## config.mk

```make
export PLATFORM = sky130hd
export DESIGN_NAME = flex_counter_pro_flat
export DESIGN_NICKNAME = d
export VERILOG_FILES = /design/src/rtl/flex_counter_pkg.sv /design/src/rtl/flex_counter_pro_if.sv /design/src/rtl/flex_prescaler.sv /design/src/rtl/flex_counter_pro.sv /design/src/flat_wrapper.sv
export SDC_FILE = /design/constraint.sdc
export NUM_CORES = 1
export LEC_CHECK = 0
export ABC_CLOCK_PERIOD_IN_PS = 3100
export CORE_AREA = 8 8 85 49
export CTS_CLUSTER_DIAMETER = 120
export DETAILED_ROUTE_END_ITERATION = 16
export DIE_AREA = 0 0 93 57
export PLACE_DENSITY = 0.88
export SLEW_MARGIN = 20
export SYNTH_ARGS = -nofsm -noshare
export SYNTH_HDL_FRONTEND = slang
export SYNTH_SLANG_ARGS = --single-unit
```

## constraint.sdc

```tcl
create_clock -name CLK -period 3.1 [get_ports CLK]
set_clock_uncertainty 0.05 [all_clocks]
set_input_delay 0.31 -clock CLK [delete_from_list [all_inputs] [get_ports CLK]]
set_output_delay 0.31 -clock CLK [all_outputs]
set_load 0.02 [all_outputs]
```

## src/rtl/flex_counter_pkg.sv

```systemverilog
// Shared types and default widths for the flex counter.
//   mode_t  : counting behaviour at the ends of the range (3 = reserved, behaves as WRAP)
//   state_t : one-shot control state
package flex_counter_pkg;

    localparam int CNT_BITS_DEF      = 4;
    localparam int PRESCALE_BITS_DEF = 4;

    typedef enum logic [1:0] {
        MODE_WRAP    = 2'd0,
        MODE_SAT     = 2'd1,
        MODE_ONESHOT = 2'd2
    } mode_t;

    typedef enum logic {
        RUN  = 1'b0,
        DONE = 1'b1
    } state_t;

endpackage

```

## src/rtl/flex_counter_pro_if.sv

```systemverilog
// Control/status bundle of the flex counter.
//   master : drives the controls, observes the status (bench / parent block)
//   slave  : the counter itself
// Controls: clear, count_enable, load, load_val, dir, mode, rollover_val, prescale_val
// Status  : count_out, rollover_flag, tc_pulse, done, busy
interface flex_counter_pro_if
    import flex_counter_pkg::*;
#(
    parameter int NUM_CNT_BITS  = CNT_BITS_DEF,
    parameter int PRESCALE_BITS = PRESCALE_BITS_DEF
);
    logic                     clear;
    logic                     count_enable;
    logic                     load;
    logic [NUM_CNT_BITS-1:0]  load_val;
    logic                     dir;
    logic [1:0]               mode;
    logic [NUM_CNT_BITS-1:0]  rollover_val;
    logic [PRESCALE_BITS-1:0] prescale_val;
    logic [NUM_CNT_BITS-1:0]  count_out;
    logic                     rollover_flag;
    logic                     tc_pulse;
    logic                     done;
    logic                     busy;

    modport master (
        output clear, count_enable, load, load_val, dir, mode, rollover_val, prescale_val,
        input  count_out, rollover_flag, tc_pulse, done, busy
    );

    modport slave (
        input  clear, count_enable, load, load_val, dir, mode, rollover_val, prescale_val,
        output count_out, rollover_flag, tc_pulse, done, busy
    );
endinterface

```

## src/rtl/flex_prescaler.sv

```systemverilog
// Programmable prescaler: emits tick on every (prescale_val+1)-th enabled cycle.
//   CLK, nRST    : clock, async active-low reset
//   clear_i      : synchronous restart of the prescale count
//   en           : advance the prescale count
//   prescale_val : terminal prescale count
//   tick         : combinational, high on the enabled cycle that completes a period
module flex_prescaler
    import flex_counter_pkg::*;
#(
    parameter int PRESCALE_BITS = PRESCALE_BITS_DEF
) (
    input  logic                     CLK,
    input  logic                     nRST,
    input  logic                     clear_i,
    input  logic                     en,
    input  logic [PRESCALE_BITS-1:0] prescale_val,
    output logic                     tick
);
    logic [PRESCALE_BITS-1:0] pre_q;
    logic [PRESCALE_BITS-1:0] pre_d;

    assign tick = en && (pre_q == prescale_val);

    always_comb begin
        pre_d = pre_q;
        if (clear_i || tick) begin
            pre_d = '0;
        end else if (en) begin
            // Lowering prescale_val below pre_q lets this run around the full range once.
            pre_d = pre_q + PRESCALE_BITS'(1);
        end
    end

    always_ff @(posedge CLK or negedge nRST) begin
        if (!nRST) begin
            pre_q <= '0;
        end else begin
            pre_q <= pre_d;
        end
    end
endmodule

```

## src/rtl/flex_counter_pro.sv

```systemverilog
// Flex counter: up/down over 1..rollover_val with wrap / saturate / one-shot ends,
// parallel load, prescaled ticks, registered rollover flag, terminal-entry pulse
// and one-shot done/busy status.
//   CLK, nRST : clock, async active-low reset
//   ctrl_if   : slave side of flex_counter_pro_if (controls in, status out)
//
// state | meaning
// RUN   | ticks advance the count
// DONE  | one-shot reached terminal; ticks ignored until clear or load
module flex_counter_pro
    import flex_counter_pkg::*;
#(
    parameter int NUM_CNT_BITS  = CNT_BITS_DEF,
    parameter int PRESCALE_BITS = PRESCALE_BITS_DEF
) (
    input  logic                CLK,
    input  logic                nRST,
    flex_counter_pro_if.slave   ctrl_if
);
    logic [NUM_CNT_BITS-1:0] rv;
    logic [NUM_CNT_BITS-1:0] term;
    logic [NUM_CNT_BITS-1:0] cnt_q;
    logic [NUM_CNT_BITS-1:0] cnt_d;
    logic                    flag_q;
    logic                    tc_q;
    logic                    done_q;
    logic                    busy_q;
    state_t                  state_q;
    logic                    tick;
    logic                    hold_mode;
    logic                    oneshot;
    logic                    next_hit;
    logic                    load_hit;

    flex_prescaler #(.PRESCALE_BITS(PRESCALE_BITS)) u_prescaler (
        .CLK          (CLK),
        .nRST         (nRST),
        .clear_i      (ctrl_if.clear | ctrl_if.load),
        .en           (ctrl_if.count_enable),
        .prescale_val (ctrl_if.prescale_val),
        .tick         (tick)
    );

    assign rv        = ctrl_if.rollover_val;
    assign term      = ctrl_if.dir ? rv : NUM_CNT_BITS'(1);
    assign oneshot   = (ctrl_if.mode == MODE_ONESHOT);
    assign hold_mode = (ctrl_if.mode == MODE_SAT) || oneshot;

    always_comb begin
        cnt_d = cnt_q;
        if (rv == '0) begin
            cnt_d = '0;
        end else if (ctrl_if.dir) begin
            if (cnt_q < rv) begin
                cnt_d = cnt_q + NUM_CNT_BITS'(1);
            end else if (!hold_mode) begin
                cnt_d = NUM_CNT_BITS'(1);
            end
        end else begin
            // Out-of-range values (0 or above the top) re-enter at the top of the range.
            if ((cnt_q == '0) || (cnt_q > rv)) begin
                cnt_d = rv;
            end else if (cnt_q == NUM_CNT_BITS'(1)) begin
                if (!hold_mode) begin
                    cnt_d = rv;
                end
            end else begin
                cnt_d = cnt_q - NUM_CNT_BITS'(1);
            end
        end
    end

    // A zero range has no valid terminal value.
    assign next_hit = (cnt_d == term) && (rv != '0);
    assign load_hit = (ctrl_if.load_val == term) && (rv != '0);

    always_ff @(posedge CLK or negedge nRST) begin
        if (!nRST) begin
            state_q <= RUN;
            cnt_q   <= '0;
            flag_q  <= 1'b0;
            tc_q    <= 1'b0;
            done_q  <= 1'b0;
            busy_q  <= 1'b1;
        end else begin
            tc_q <= 1'b0;
            if (ctrl_if.clear) begin
                state_q <= RUN;
                cnt_q   <= '0;
                flag_q  <= 1'b0;
                done_q  <= 1'b0;
                busy_q  <= 1'b1;
            end else if (ctrl_if.load) begin
                state_q <= RUN;
                cnt_q   <= ctrl_if.load_val;
                flag_q  <= load_hit;
                done_q  <= 1'b0;
                busy_q  <= 1'b1;
            end else if (tick && (state_q == RUN)) begin
                cnt_q  <= cnt_d;
                flag_q <= next_hit;
                tc_q   <= next_hit && (cnt_q != term);
                if (oneshot && next_hit) begin
                    state_q <= DONE;
                    done_q  <= 1'b1;
                    busy_q  <= 1'b0;
                end
            end
        end
    end

    assign ctrl_if.count_out     = cnt_q;
    assign ctrl_if.rollover_flag = flag_q;
    assign ctrl_if.tc_pulse      = tc_q;
    assign ctrl_if.done          = done_q;
    assign ctrl_if.busy          = busy_q;
endmodule

```

## src/flat_wrapper.sv

```systemverilog
// flat-port wrapper written by rule: the top's interface ports become plain ports
module flex_counter_pro_flat import flex_counter_pkg::*;
#(
    parameter int NUM_CNT_BITS  = CNT_BITS_DEF,
    parameter int PRESCALE_BITS = PRESCALE_BITS_DEF
)
  (CLK, nRST, ctrl_if_clear, ctrl_if_count_enable, ctrl_if_load, ctrl_if_load_val, ctrl_if_dir, ctrl_if_mode, ctrl_if_rollover_val, ctrl_if_prescale_val, ctrl_if_count_out, ctrl_if_rollover_flag, ctrl_if_tc_pulse, ctrl_if_done, ctrl_if_busy);
  flex_counter_pro_if #(.NUM_CNT_BITS(NUM_CNT_BITS), .PRESCALE_BITS(PRESCALE_BITS)) ctrl_if_i ();
  input  logic CLK;
  input  logic nRST;
  input wire logic [$bits(ctrl_if_i.clear)-1:0] ctrl_if_clear;
  input wire logic [$bits(ctrl_if_i.count_enable)-1:0] ctrl_if_count_enable;
  input wire logic [$bits(ctrl_if_i.load)-1:0] ctrl_if_load;
  input wire logic [$bits(ctrl_if_i.load_val)-1:0] ctrl_if_load_val;
  input wire logic [$bits(ctrl_if_i.dir)-1:0] ctrl_if_dir;
  input wire logic [$bits(ctrl_if_i.mode)-1:0] ctrl_if_mode;
  input wire logic [$bits(ctrl_if_i.rollover_val)-1:0] ctrl_if_rollover_val;
  input wire logic [$bits(ctrl_if_i.prescale_val)-1:0] ctrl_if_prescale_val;
  output wire logic [$bits(ctrl_if_i.count_out)-1:0] ctrl_if_count_out;
  output wire logic [$bits(ctrl_if_i.rollover_flag)-1:0] ctrl_if_rollover_flag;
  output wire logic [$bits(ctrl_if_i.tc_pulse)-1:0] ctrl_if_tc_pulse;
  output wire logic [$bits(ctrl_if_i.done)-1:0] ctrl_if_done;
  output wire logic [$bits(ctrl_if_i.busy)-1:0] ctrl_if_busy;
  assign ctrl_if_i.clear = ctrl_if_clear;
  assign ctrl_if_i.count_enable = ctrl_if_count_enable;
  assign ctrl_if_i.load = ctrl_if_load;
  assign ctrl_if_i.load_val = ctrl_if_load_val;
  assign ctrl_if_i.dir = ctrl_if_dir;
  assign ctrl_if_i.mode = ctrl_if_mode;
  assign ctrl_if_i.rollover_val = ctrl_if_rollover_val;
  assign ctrl_if_i.prescale_val = ctrl_if_prescale_val;
  assign ctrl_if_count_out = ctrl_if_i.count_out;
  assign ctrl_if_rollover_flag = ctrl_if_i.rollover_flag;
  assign ctrl_if_tc_pulse = ctrl_if_i.tc_pulse;
  assign ctrl_if_done = ctrl_if_i.done;
  assign ctrl_if_busy = ctrl_if_i.busy;
  flex_counter_pro #(.NUM_CNT_BITS(NUM_CNT_BITS), .PRESCALE_BITS(PRESCALE_BITS)) u_core (.CLK(CLK), .nRST(nRST), .ctrl_if(ctrl_if_i));
endmodule
```

==> results, run 1 <==
- Setup repair after global routing left no endpoint under its margin.
- The share of the synthesized area in the top cell type is 18.77%.
- The I/O pin total is 28.
- The total congestion overflow after global routing is 0.
- The layout overhead on the synthesized area is 29.78%.
- The data arrival at the endpoint of the critical path is 3.07 ns.
- The count of endpoints failing setup in the final report is 0.
- The TritonCTS clock tree is done.
- The ratio of routed vias to standard cells is 6.335.
- The commonest cells after synthesis are nor2_1, a21oi_1, nand2_1.
- The sink count of the clock tree is 12.
- Before CTS, the worst setup slack after placement is 0.01448 ns.
- In the synthesized netlist the dominant register cell turns out to be dfrtp_1.
- The post-CTS setup buffer count is 0.
- After detailed routing, the number of remaining DRC violations is 0.
- The floorplan step defined a die boundary enclosing 5301 µm².
- The number of enable flip-flop cells after synthesis is 0.
- The proportion of synthesized area in mux cells is 3.840%.
- Entering global routing, the biggest net connects 15 pins.
- The number of diodes added for antenna fixing is 0.
- The tightest slew margin relative to the limit is 63.10%.
- After clock tree synthesis, the repair step resized 0 gates.
- After synthesis the netlist holds a flip-flop and latch count of 12.
- The H-tree level count is 1.
- The overall die height is 57 µm.
- The HPWL after detailed placement is 3902 µm.
- The initial DRC count is 344.
- The final cell area excluding filler cells is 1903 µm².
- In the finished design, the share of the clock period the worst path needs comes to 94.90%.
- The number of global-route vias before repair was 1577.
- The xor/xnor cell area share of the yosys netlist is 7.167%.
- The combined global-route utilization of all metal layers is 19.21%.
- Of all nets on the critical path, the largest fanout is 5.
- The mean instance size in the synthesized netlist is 7.638 µm².
- The overall routed net length is 4936 µm.
- Setup slack on the critical path of the routed design comes to 0.1582 ns.
- The initial antenna violation count came to 0.
- In this run the clock root is driven by a clkbuf_8.
- The number of cells traversed by the worst register-to-register path is 8.
- The final hold violation count was 0.
- The portion of the post-synthesis area used by sequential elements is 20.56%.
- The final weighted congestion in routability-driven placement is 0.9685.
- The deepest clock path buffer count is 2.
- Yosys instantiated no cell more often than nor2_1.
- Yosys mapped the design onto 55 distinct sky130hd cell types.
- The run finished with clean final reports.
- The first global-routing pass estimated 8079 µm of wire.
- STA classifies the critical path startpoint as a primary input.
- Summed over all cells, the static leakage comes to 0.0007768 µW.
- Data on the critical path is required at its endpoint by 3.23 ns.
- Across the VDD grid, the largest voltage drop is 0.1785 mV.
- The area of placed instances is 1858 µm².
- The clock input transition at the sequential cells of the worst setup and hold paths is 0.06 ns.
- Max-cap violations in this run came to 0.
- The clock buffer count from CTS is 3.
- The vias after detailed routing is 1704.
- The clock latency at the later pin of the worst-skew pair is 0.25 ns.
- The overall power after layout is 588.4 µW.
- STA classifies the critical path endpoint as a flip-flop.
- In the synthesized netlist the async set-or-reset flop fraction comes to 100.0%.
- The path type of the worst setup path is in -> reg.
- The post-cts hold buffer count is 0.
- After layout, the minimum clock period comes to 2.942 ns.
- For flop-to-flop paths, the worst setup slack is 0.24 ns.
- Summed over all instances, the cell type with the most area after synthesis is dfrtp_1.
- The area of the mapped netlist is 1466 µm².
- The core area is 3115 µm².
- The actual slew at the worst max-slew pin is 0.5517 ns.
- Yosys attributes the largest share of cell area to dfrtp_1, ha_1, a21oi_1.
- The post-layout utilization of the core is 61.08%.
- The first-pass detailed-route iteration total is 5.
- The endpoint identified for the worst register-to-register timing path is u_core.ctrl_if.busy$_DFFE_PN1P_.
- In the final routed layout, each cell accounts on average for 18.35 µm.
- The total power density per cell area is 309.2 nW/µm².
- The effective utilization at floorplan is 47.07%.
- The number of max-slew violations in the final report is 0.
- The floorplan step set the die width to 93 µm.
- The share of synthesized cell area in full adder, half adder and majority cells is 8.532%.
- The layout cell share with drive strength beyond 1 is 13.22%.
- The net count of the finished layout is 258.
- Counting every net in the synthesized netlist gives 222.
- The maximum achievable frequency is 339.9 MHz.
- The Yosys step of the flow raised 0 warnings.
- The row count is 15.
- The synthesized netlist devotes 26.11% of its cell area to simple gates.
- Fill cells in the final layout number 291.
- In this run the critical register-to-register path is launched from u_core.ctrl_if.count_out[1]$_DFFE_PN0P_.
- The setup TNS is 0 ns.
- The number of nets with antenna violations after detailed routing is 0.
- The synthesized netlist devotes 28.24% of its cell area to compound gates.
- The number of input and output port buffers inserted is 27.
- By area, the combinational part of the netlist is dominated by compound AO/OA/AOI/OAI gates.
- The type of the most critical hold path is in -> async.
- Counting every instance in the synthesized netlist gives 192.
-- through the flow --
stage,hold slack (ns),cells
2_1_floorplan,-0.03559,192
3_3_place_gp,0.4683,265
3_5_place_dp,0.4887,265
4_1_cts,0.3802,269
5_1_grt,0.4255,269
6_report,0.3680,269
-- critical path: stages --
cell and delay, ns:
clkdlybuf4s50_1 0.48, inv_1 0.08, ha_1 0.36, nand2_1 0.12, o21bai_2 0.26, a21oi_2 0.26, mux2_4 0.32, nor4_1 0.36
o211ai_1 0.28, o21a_1 0.25
-- flip-flops by register name (all words and copies together), names as in the netlist --
register / count
u_core.u_prescaler.pre_q: 4
u_core.ctrl_if.busy: 1
u_core.ctrl_if.tc_pulse: 1
u_core.ctrl_if.rollover_flag: 1
u_core.ctrl_if.count_out: 4
u_core.ctrl_if.done: 1
-- logic make-up after synthesis --
kind of cell	Yosys count
compound gates	58
xor+xnor	12
fa+ha+maj	10
buf+inv	21
mux	5
simple gates	74
flops	12
-- how the worst max path moves through the flow --
stage	slack, ns	from	to	cells past startpoint
6_report	0.16	ctrl_if_rollover_val[3]	u_core.ctrl_if.busy$_DFFE_PN1P_	10
2_1_floorplan	0.48	ctrl_if_rollover_val[3]	u_core.ctrl_if.busy$_DFFE_PN1P_	10
3_5_place_dp	0.01	ctrl_if_rollover_val[3]	u_core.ctrl_if.busy$_DFFE_PN1P_	10
4_1_cts	0.24	ctrl_if_rollover_val[3]	u_core.ctrl_if.busy$_DFFE_PN1P_	10
3_3_place_gp	0.11	ctrl_if_rollover_val[3]	u_core.ctrl_if.busy$_DFFE_PN1P_	10
5_1_grt	0.04	ctrl_if_rollover_val[3]	u_core.ctrl_if.busy$_DFFE_PN1P_	10
-- placed cells by master (no fill, tap or decap), types with 3 or more instances in the layout --
cell             Yosys  routed
a21oi_1             16      16
a221oi_1             3       3
and3_1               3       3
buf_4                0      15
clkbuf_8             0       3
clkdlybuf4s50_1      0      27
dfrtp_1             11      11
ha_1                10      10
inv_1               10      10
mux2i_1              3       3
nand2_1             13      13
nand3_1              7       7
nand4_1              3       3
nor2_1              18      18
nor3_1               8       8
nor4_1               7       7
o211ai_1             3       3
o21ai_0              6       6
o31ai_1              3       3
or3_1                3       3
xnor2_1              9       9
xor2_1               3       3
-- report_power, final --
group,leakage [µW],internal [µW],switching [µW]
Combinational,0.000594,119,146
Sequential,0.000160,161,6.52
Clock,0.0000228,91.1,64.4
-- area by class of cell --
class	count	area, µm²	area share (%)
inverter	10	37.54	1.972
multi-input combinational	159	1084	56.94
clock buffer	4	45.04	2.367
tap	42	52.55	2.761
sequential	12	301.5	15.84
timing repair buffer	42	382.9	20.12
-- layer usage --
| metal | track usage (%) | vias up | wire, µm |
|---|---|---|---|
| li1 | - | 797 | - |
| met2 | 25.73 | 115 | 1889 |
| met1 | 27.18 | 782 | 2204 |
| met5 | 0 | - | 0 |
| met3 | 8.105 | 10 | 775 |
| met4 | 4.318 | 0 | 66 |
Power figures use the tool's default switching activity.
==> inputs of run 2 (changes only) <==
- REMOVE_ABC_BUFFERS: default -> 1
==> run 2 against run 1 <==
Via count decreased by 2.2%; core utilization increased by 0.32 points; first-iteration DRC count decreased by 20%; critical path depth unchanged; setup slack improved by 0.088 ns; sequential power about the same; sequential cell count unchanged; wire length increased by 0.26%; clock-buffer cell count unchanged; total power increased by 3.4%; final area increased by 0.53%; largest power group unchanged.
==> results, run 2 (same netlist as run 1, synthesis figures left out) <==
- The flow ran to the end, and the final reports show no timing, DRC or antenna violations.
- At the worst endpoint, the arrival time is 2.96 ns.
- The critical path is of the in -> reg type.
- The congestion estimate from routability-driven global placement came to 1.019.
- Measured in cells, the most critical reg-to-reg path has a length of 8.
- The path class of the tightest hold or removal check is in -> async.
- The number of placed instances, taps included, is 264.
- The post-cts hold buffer count is 0.
- For this configuration, the core starts out at a cell density of 47.07%.
- The critical-path cell with the highest stage delay is clkdlybuf4s50_1.
- At the end of the flow the core is filled with cells to 61.41%.
- After clock tree synthesis, the clock-pin slew on the worst setup and hold paths is 0.06 ns.
- The total congestion overflow after global routing is 0.
- The destination of the worst register-to-register timing path is u_core.ctrl_if.rollover_flag$_DFFE_PN0P_.
- For the worst setup path, the data required time is 3.21 ns.
- Following the worst setup path forward leads to its endpoint at u_core.ctrl_if.rollover_flag$_DFFE_PN0P_.
- The layout cell share with drive strength beyond 1 is 13.27%.
- The kind of end point of the critical path is a flip-flop.
- The initial antenna violation count is 0.
- The die is 57 µm tall.
- The number of maximum-capacitance violations is 0.
- Headroom to the max-slew limit came out at 49.63%.
- The highest fanout seen on the critical path is 5.
- The final hold violation count is 0.
- The first global-routing pass estimated 8314 µm of wire.
- The root buffer cell chosen for the clock tree is clkbuf_8.
- Power spread over the standard cell area amounts to 318.1 nW/µm².
- The clock latency at the later pin of the worst-skew pair is 0.24 ns.
- The DRC violations left is 0.
- The I/O pin total is 28.
- The number of nets with antenna violations after detailed routing is 0.
- The first TritonRoute pass finished after 5 iterations.
- The number of max-slew violations in the final report is 0.
- The actual slew at the worst max-slew pin is 0.7487 ns.
- 0 antenna diodes ended up in the layout.
- The overall routed net length is 4949 µm.
- The placed wire-length estimate is 3882 µm.
- The final instance count without filler cells is 268.
- Summing over every cut layer, the via total after detailed routing is 1667.
- The deepest clock path buffer count is 2.
- Setup repair after global routing left no endpoint under its margin.
- The beginning of the worst register-to-register path is u_core.ctrl_if.count_out[1]$_DFFE_PN0P_.
- Leaving out fill and tap cells, the most frequent cells in the layout are clkdlybuf4s50_1, nor2_1, a21oi_1.
- The worst-case register-to-register setup slack is 0.34 ns.
- Summed over all cells, the static leakage comes to 0.0007792 µW.
- STA classifies the critical path startpoint as a primary input.
- The initial DRC count is 274.
- Entering global routing, the biggest net connects 19 pins.
- The row count is 15.
- The number of global-route vias before repair came to 1610.
- The region available for standard cell placement spans 3115 µm².
- The clock buffer count from CTS is 3.
- The TritonCTS clock tree is done.
- IR analysis of the VDD net gives a maximum drop of 0.1994 mV.
- The die footprint is 5301 µm².
- The H-tree level count is 1.
- The horizontal die dimension is 93 µm.
- The signal on the critical path passes through clkdlybuf4s50_1 -> inv_1 -> ha_1 -> nor2b_1 -> o21bai_2 -> a21oi_4 -> mux2_4 -> nor4_1 -> o211ai_1 -> o21ai_1.
- The number of input and output port buffers inserted is 27.
- The final-stage net count is 257.
- The combined global-route utilization of all metal layers is 19.56%.
- For this run, the top clock speed supported by timing is 350.4 MHz.
- After detailed routing, the number of vias per cell comes to 6.220.
- From synthesis to final layout, the design area changed by 30.46%.
- Leaving out fill and tap cells, the most frequent cell in the layout is clkdlybuf4s50_1.
- Counting I/O delays and the setup requirement, the final critical path takes 2.854 ns.
- After detailed routing, the average wire length per cell comes to 18.47 µm.
- The worst path uses 92.06% of the clock period.
- For this design, the sink count on the clock tree is 12.
- The stage delay of the slowest cell on the critical path is 0.48 ns.
- Setup violations remaining at the end of the flow were counted as 0.
- The start point of the critical path is ctrl_if_rollover_val[1].
[run 2: changes by cell type in the layout (fill, tap and decap cells not counted), sizes merged]
cell  before  now
buf       15   14
[run 2: cell type report]
cell class | count | area, µm²
repair buffers | 41 | 375.4
fillers | 284 | 1202
flip-flops and latches | 12 | 301.5
inverters | 10 | 37.54
clock buffers | 4 | 55.05
multi-input cells | 159 | 1091
well taps | 42 | 52.55
[run 2: worst min path at each step]
| stage | startpoint | endpoint | slack [ns] | depth (start not counted) |
|---|---|---|---|---|
| after floorplan | nRST | u_core.ctrl_if.count_out[0]$_DFFE_PN0P_ | -0.04 | 0 |
| after global placement | u_core.ctrl_if.done$_DFFE_PN0P_ | u_core.ctrl_if.done$_DFFE_PN0P_ | 0.48 | 2 |
| after detailed placement | u_core.ctrl_if.done$_DFFE_PN0P_ | u_core.ctrl_if.done$_DFFE_PN0P_ | 0.50 | 2 |
| after CTS | nRST | u_core.ctrl_if.done$_DFFE_PN0P_ | 0.39 | 1 |
| after global routing | nRST | u_core.u_prescaler.pre_q[3]$_DFFE_PN0P_ | 0.44 | 1 |
| final | nRST | u_core.ctrl_if.done$_DFFE_PN0P_ | 0.38 | 1 |
[run 2: worst max-delay path: cells and delay by family]
family / cells / cell delay [ns]
adders and majority gates: 1 / 0.29
AOI/OAI and AO/OA: 4 / 0.91
muxes: 1 / 0.32
buffers and inverters: 2 / 0.55
and+or+nand+nor: 2 / 0.57
[run 2: per-stage QoR]
stage	hold slack [ns]	setup TNS [ns]	power [µW]	cell area (µm²)	setup WS (ns)
2_1_floorplan	-0.03559	0	317.7	1423	0.4499
3_3_place_gp	0.4802	0	421.2	1851	0.1241
3_5_place_dp	0.5042	-0.002274	424.3	1851	-0.002274
4_1_cts	0.3885	0	597.6	1906	0.2576
5_1_grt	0.4358	0	640.0	1913	0.04683
6_report	0.3841	0	608.5	1913	0.2461
[run 2: per-layer routing]
layer | up-vias | wire length [µm] | global-route usage (%)
met5 | - | 0 | 0
met4 | 0 | 66 | 4.091
met3 | 10 | 756 | 8.758
met2 | 118 | 1870 | 25.23
met1 | 753 | 2256 | 28.21
li1 | 786 | - | -
[run 2: timing repair]
item,in CTS,in global routing
endpoints found under the setup margin,0,1
gates resized for setup,0,1
setup buffers,0,0
[run 2: power by group]
group	switching, µW	total (µW)	internal [µW]
logic	151	269	118
clock network	60.1	172	112
registers	5.91	167	162
total	217	609	392
==> inputs of run 3 (changes only) <==
- SLEW_MARGIN: 20 -> 10
==> results of run 3 <==
Same layout as run 2: the final DEF is identical, and so are final timing and power.
